[config.mk]
export PLATFORM = sky130hd
export DESIGN_NAME = queue_fifo
export DESIGN_NICKNAME = d
export VERILOG_FILES = /design/src/rtl/buffer_pkg.sv /design/src/rtl/queue_regfile.sv /design/src/rtl/queue_fifo.sv
export SDC_FILE = /design/constraint.sdc
export NUM_CORES = 1
export LEC_CHECK = 0
export ABC_AREA = 1
export CORE_ASPECT_RATIO = 1.25
export CORE_MARGIN = 4
export CORE_UTILIZATION = 55
export DETAILED_ROUTE_END_ITERATION = 7
export GPL_TIMING_DRIVEN = 1
export PLACE_DENSITY = 0.76
export SYNTH_ARGS = -nofsm -noshare
export SYNTH_HDL_FRONTEND = slang
export SYNTH_SLANG_ARGS = --single-unit
export TNS_END_PERCENT = 30
[constraint.sdc]
create_clock -name clk -period 2.35 [get_ports clk]
set_input_delay 0.3525 -clock clk [delete_from_list [all_inputs] [get_ports clk]]
set_output_delay 0.3525 -clock clk [all_outputs]
set_load 0.05 [all_outputs]
[src/rtl/buffer_pkg.sv]
// Shared sizing constants and helpers for the team's FIFO and LIFO buffers.
`default_nettype none

package buffer_pkg;

  localparam int DEFAULT_DATA_WIDTH = 8;
  localparam int DEFAULT_DEPTH      = 8;

  function automatic int ptr_width(input int depth);
    return $clog2(depth);
  endfunction

endpackage

`default_nettype wire

[src/rtl/queue_regfile.sv]
// DEPTH x DATA_WIDTH storage: one synchronous write port, one combinational read port.
`default_nettype none

module queue_regfile
  import buffer_pkg::*;
#(
  parameter int DATA_WIDTH = DEFAULT_DATA_WIDTH,
  parameter int DEPTH      = DEFAULT_DEPTH,
  parameter int PTR_W      = ptr_width(DEPTH)
) (
  input  logic                  clk,
  input  logic                  we_i,
  input  logic [PTR_W-1:0]      waddr_i,
  input  logic [DATA_WIDTH-1:0] wdata_i,
  input  logic [PTR_W-1:0]      raddr_i,
  output logic [DATA_WIDTH-1:0] rdata_o
);

  // Array is deliberately left without reset; the pointers define validity.
  logic [DATA_WIDTH-1:0] mem_q [DEPTH];

  always_ff @(posedge clk) begin
    if (we_i) begin
      mem_q[waddr_i] <= wdata_i;
    end
  end

  assign rdata_o = mem_q[raddr_i];

endmodule

`default_nettype wire

[src/rtl/queue_fifo.sv]
// Synchronous FIFO with occupancy count and one-cycle overflow/underflow pulses.
`default_nettype none

module queue_fifo
  import buffer_pkg::*;
#(
  parameter int DATA_WIDTH = DEFAULT_DATA_WIDTH,
  parameter int DEPTH      = DEFAULT_DEPTH
) (
  input  logic                       clk,
  input  logic                       rst,
  input  logic                       push,
  input  logic                       pop,
  input  logic [DATA_WIDTH-1:0]      data_in,
  output logic [DATA_WIDTH-1:0]      data_out,
  output logic                       empty,
  output logic                       full,
  output logic [$clog2(DEPTH):0]     count,
  output logic                       overflow,
  output logic                       underflow
);

  localparam int PTR_W = ptr_width(DEPTH);
  localparam int CNT_W = PTR_W + 1;

  logic [PTR_W-1:0]      wr_ptr_q, wr_ptr_d;
  logic [PTR_W-1:0]      rd_ptr_q, rd_ptr_d;
  logic [CNT_W-1:0]      count_q, count_d;
  logic [DATA_WIDTH-1:0] data_out_q, data_out_d;
  logic                  overflow_q, overflow_d;
  logic                  underflow_q, underflow_d;
  logic                  push_ok, pop_ok;
  logic [DATA_WIDTH-1:0] rdata;

  assign empty = (count_q == '0);
  assign full  = (count_q == CNT_W'(DEPTH));

  // A pop frees a slot in the same edge, so a push into a full queue is legal then.
  assign push_ok = push & (~full | pop);
  assign pop_ok  = pop & ~empty;

  queue_regfile #(
    .DATA_WIDTH (DATA_WIDTH),
    .DEPTH      (DEPTH),
    .PTR_W      (PTR_W)
  ) u_regfile (
    .clk     (clk),
    .we_i    (push_ok),
    .waddr_i (wr_ptr_q),
    .wdata_i (data_in),
    .raddr_i (rd_ptr_q),
    .rdata_o (rdata)
  );

  always_comb begin
    wr_ptr_d    = wr_ptr_q;
    rd_ptr_d    = rd_ptr_q;
    data_out_d  = data_out_q;
    count_d     = count_q + CNT_W'(push_ok) - CNT_W'(pop_ok);
    overflow_d  = push & ~push_ok;
    underflow_d = pop & ~pop_ok;
    if (push_ok) begin
      wr_ptr_d = wr_ptr_q + 1'b1;
    end
    if (pop_ok) begin
      rd_ptr_d   = rd_ptr_q + 1'b1;
      data_out_d = rdata;
    end
  end

  always_ff @(posedge clk or negedge rst) begin
    if (!rst) begin
      wr_ptr_q    <= '0;
      rd_ptr_q    <= '0;
      count_q     <= '0;
      data_out_q  <= '0;
      overflow_q  <= 1'b0;
      underflow_q <= 1'b0;
    end else begin
      wr_ptr_q    <= wr_ptr_d;
      rd_ptr_q    <= rd_ptr_d;
      count_q     <= count_d;
      data_out_q  <= data_out_d;
      overflow_q  <= overflow_d;
      underflow_q <= underflow_d;
    end
  end

  assign data_out  = data_out_q;
  assign count     = count_q;
  assign overflow  = overflow_q;
  assign underflow = underflow_q;

endmodule

`default_nettype wire
==> impl_results.md <==
- DIE AREA: roughly 8200 sq um
- Iteration-0 DRC count of the detailed router: between 200 and 250
- Final min period: ~2100 ps
- Share of post-route cells with drive strength above 1: 9.848%
- Setup violation total in the final timing report: 0
- First-pass GRT wire length: 11,430 microns
- Startpoint types: flip-flop
- Total Power: between 5 and 6 mW
- Fin nets: 412
- Final slew viol count: 0
- Outcome: finished, final reports clean
- CTS tree: built
- Drt pass-1 iters: 4
- CTS sink count: 84
- Initial Util: between 50% and 60%
- Post-Synth Simple-Gate Area: a little over a fifth
- H-tree levels: 3
- Crit share post-route: ~91%
- Setup WS pre-CTS: 46.43 ps
- Core ar.: roughly 6600 sq um
- CTS buffer count: 9
- Leakage: roughly 1.9 nW
- All-Layer GR Usage: a little under a fifth
- PortBufs: 27
- Sequential fraction of the synthesis area: around 65%
- Arr. time, crit path: roughly 2400 ps
- Fin. Hold Viols: 0
- Longest Clk Path Bufs: 2
- Largest net degree at the start of global routing: 34
- Max IR drop VDD: between 600 and 700 uV
- Reg clk slew, reported paths: 80 ps
- FP Rows: 33
- Die width: 81.74 microns
- Yosys reg bits: between 80 and 90
- Antenna Nets Post-Route: 0
- Routed Wire Length: roughly 7000 microns
- Hold Slack: between 300 and 400 ps
- Die Height: 100.2 microns
- Largest family of logic cells by synthesized area: simple AND/OR/NAND/NOR gates
- Worst hold path class: in -> async
- Gp weighted congestion: between 0.8 and 0.9
- Placed wire-length estimate: 4828 microns
- Post-synthesis mux area share: 0%
- Ports: 28
- Remaining routing DRC violations: 0
- Maximum clock rate: roughly 470 MHz
- Max Cap Viol: 0
- Type of the worst setup path: reg -> reg
- Syn nets: approximately 380
- Cells after Synth: 354
- Worst setup margin: around 210 ps
- Antenna cells: 0
- Initial antenna violation count: 0
- Remaining Overflow, GRT: 0
- Slew HR: 66.23%
- Vias post-DR: ~2,400
- Wire per inst: 14.54 microns
- Layout Area Growth over Synthesis: 13.45%
- Number of instances in the placed design: 467
- Post-synthesis compound-gate area fraction: less than 1%
- Cell Chain, Critical Path: inv_1 -> ha_1 -> nand3_2 -> nand2_4 -> inv_2 -> ha_1 -> inv_1 -> ha_1 -> inv_1 -> fa_1 -> xnor2_1
- Power density over the cells: around 1200 nW/um^2
- CP max stage delay: roughly 380 ps
- Final clock skew: between 9 and 10 ps
- Syn. warnings: 0
- Worst path slowest cell: dfrtp_1
- Critical Path RT: ~2600 ps
- Adder-cell share of the synthesized area: 3.213%
- Cell area after synthesis: roughly 3700 sq um
- CP Capture Type: flip-flop
- Vias in the first global route: 2,362
- Reg-to-reg slack, setup: 210 ps
- Yosys cell types: 25
- Final Non-Filler Cells: roughly 480
- Actual slew at the worst max-slew pin: between 500 and 600 ps
- Crit path max fanout: 10
- Post-DR vias/cell: around 5.0
- RSZ-0062 raised after global routing: false
- Xor and xnor area share after synthesis: 0.9371%
- Final Core Density: ~64%
- Clk root buf: clkbuf_8
- Worst-skew pair later-pin latency: 340 ps
- Mean Syn Cell Area: between 10 and 15 sq um
- Post-CTS Setup Bufs: 0
placed cells by master, fill, tap and decap left out, types with 2 or more instances in the layout:
cell and count:
nand2_1 110, edfxtp_1 64, inv_1 59, nand3_1 50, clkdlybuf4s50_1 25, dfrtp_1 20, buf_4 12, clkbuf_8 9
ha_1 8, nor2_1 6, inv_2 5, nor2_2 4, clkinv_1 4, clkbuf_1 3, nand2_4 2, xnor2_1 2
xor2_1 2
flip-flops by register name, summed over array words and instances, names as in the netlist:
signal	cells
count	4
data_out	8
overflow	1
rd_ptr_q	3
u_regfile.mem_q	64
underflow	1
wr_ptr_q	3
stage by stage:
step	instance area, sq um	setup TNS, ps
2_1_floorplan	3744	-155.6
3_3_place_gp	4091	0
3_5_place_dp	4091	0
4_1_cts	4242	0
5_1_grt	4242	0
6_report	4242	0
worst paths after layout:
| check | cells after the start | endpoint | startpoint |
|---|---|---|---|
| worst min-delay path | 2 | data_out[7]$_DFFE_PN0P_ | rst |
| max in group asynchronous | 2 | data_out[4]$_DFFE_PN0P_ | rst |
| worst max-delay path | 11 | count[2]$_DFF_PN0_ | count[2]$_DFF_PN0_ |
| worst max register to register | 11 | count[2]$_DFF_PN0_ | count[2]$_DFF_PN0_ |
| min in group clk | 2 | data_out[4]$_DFFE_PN0P_ | data_out[4]$_DFFE_PN0P_ |
| worst min register to register | 2 | data_out[4]$_DFFE_PN0P_ | data_out[4]$_DFFE_PN0P_ |
metal layers:
layer | vias up | part of all wire [%] | GRT usage (%)
met4 | 0 | 2.0 | 8.312
met2 | 73 | 50 | 32.05
met1 | 1158 | 41 | 23.78
met5 | - | 0 | 0
met3 | 11 | 6.6 | 3.950
li1 | 1196 | - | -
cell type report:
type	instances	area (sq um)
Inverter	66	250.2
Multi-Input combinational cell	192	959.7
Fill cell	532	2365
Tap cell	87	108.9
Clock buffer	12	135.1
Timing Repair Buffer	38	349.1
Clock inverter	4	16.27
Sequential cell	84	2422
kinds of logic (layout without fill, tap and decap cells):
| logic type | Yosys count | in the layout |
|---|---|---|
| fa+ha+maj | 9 | 9 |
| simple gates | 176 | 176 |
| flops | 84 | 84 |
| buf+inv | 78 | 120 |
| xor+xnor | 4 | 4 |
| compound gates | 3 | 3 |
timing repair:
item,CTS,global route
hold endpoints to repair,0,0
resized for setup,1,0
hold buffers,0,0
endpoints found under the setup margin,1,0
power by group:
part / internal [mW] / leakage, nW / total, mW / switching [mW]
clock: 0.373 / 0.0769 / 0.832 / 0.459
combinational: 0.723 / 1.00 / 2.17 / 1.45
sequential: 1.91 / 0.824 / 2.11 / 0.197
worst max-delay path: cells and delay by family (launching register included):
| family | cells | cell delay [ps] |
|---|---|---|
| adders and majority gates | 4 | 970 |
| xor gates and xnor gates | 1 | 140 |
| buffers and inverters | 4 | 260 |
| DFF | 1 | 380 |
| and+or+nand+nor | 2 | 260 |
cells in the mapped netlist (all sizes together):
cell type | instances | share of area (%)
edfxtp | 64 | 51
nand2 | 112 | 12
inv | 65 | 6.6
nand4 | 1 | 0.57
buf | 12 | 3.0
xnor2 | 2 | 0.47
nor3b | 1 | 0.20
dfrtp | 20 | 13
xor2 | 2 | 0.47
a21oi | 1 | 0.13
or2 | 1 | 0.23
ha | 8 | 2.7
clkinv | 1 | 0.10
nor2 | 10 | 1.3
nand3 | 51 | 7.0
o21ai | 2 | 0.37
fa | 1 | 0.54
Note: power is estimated with default switching activity, not from simulation.
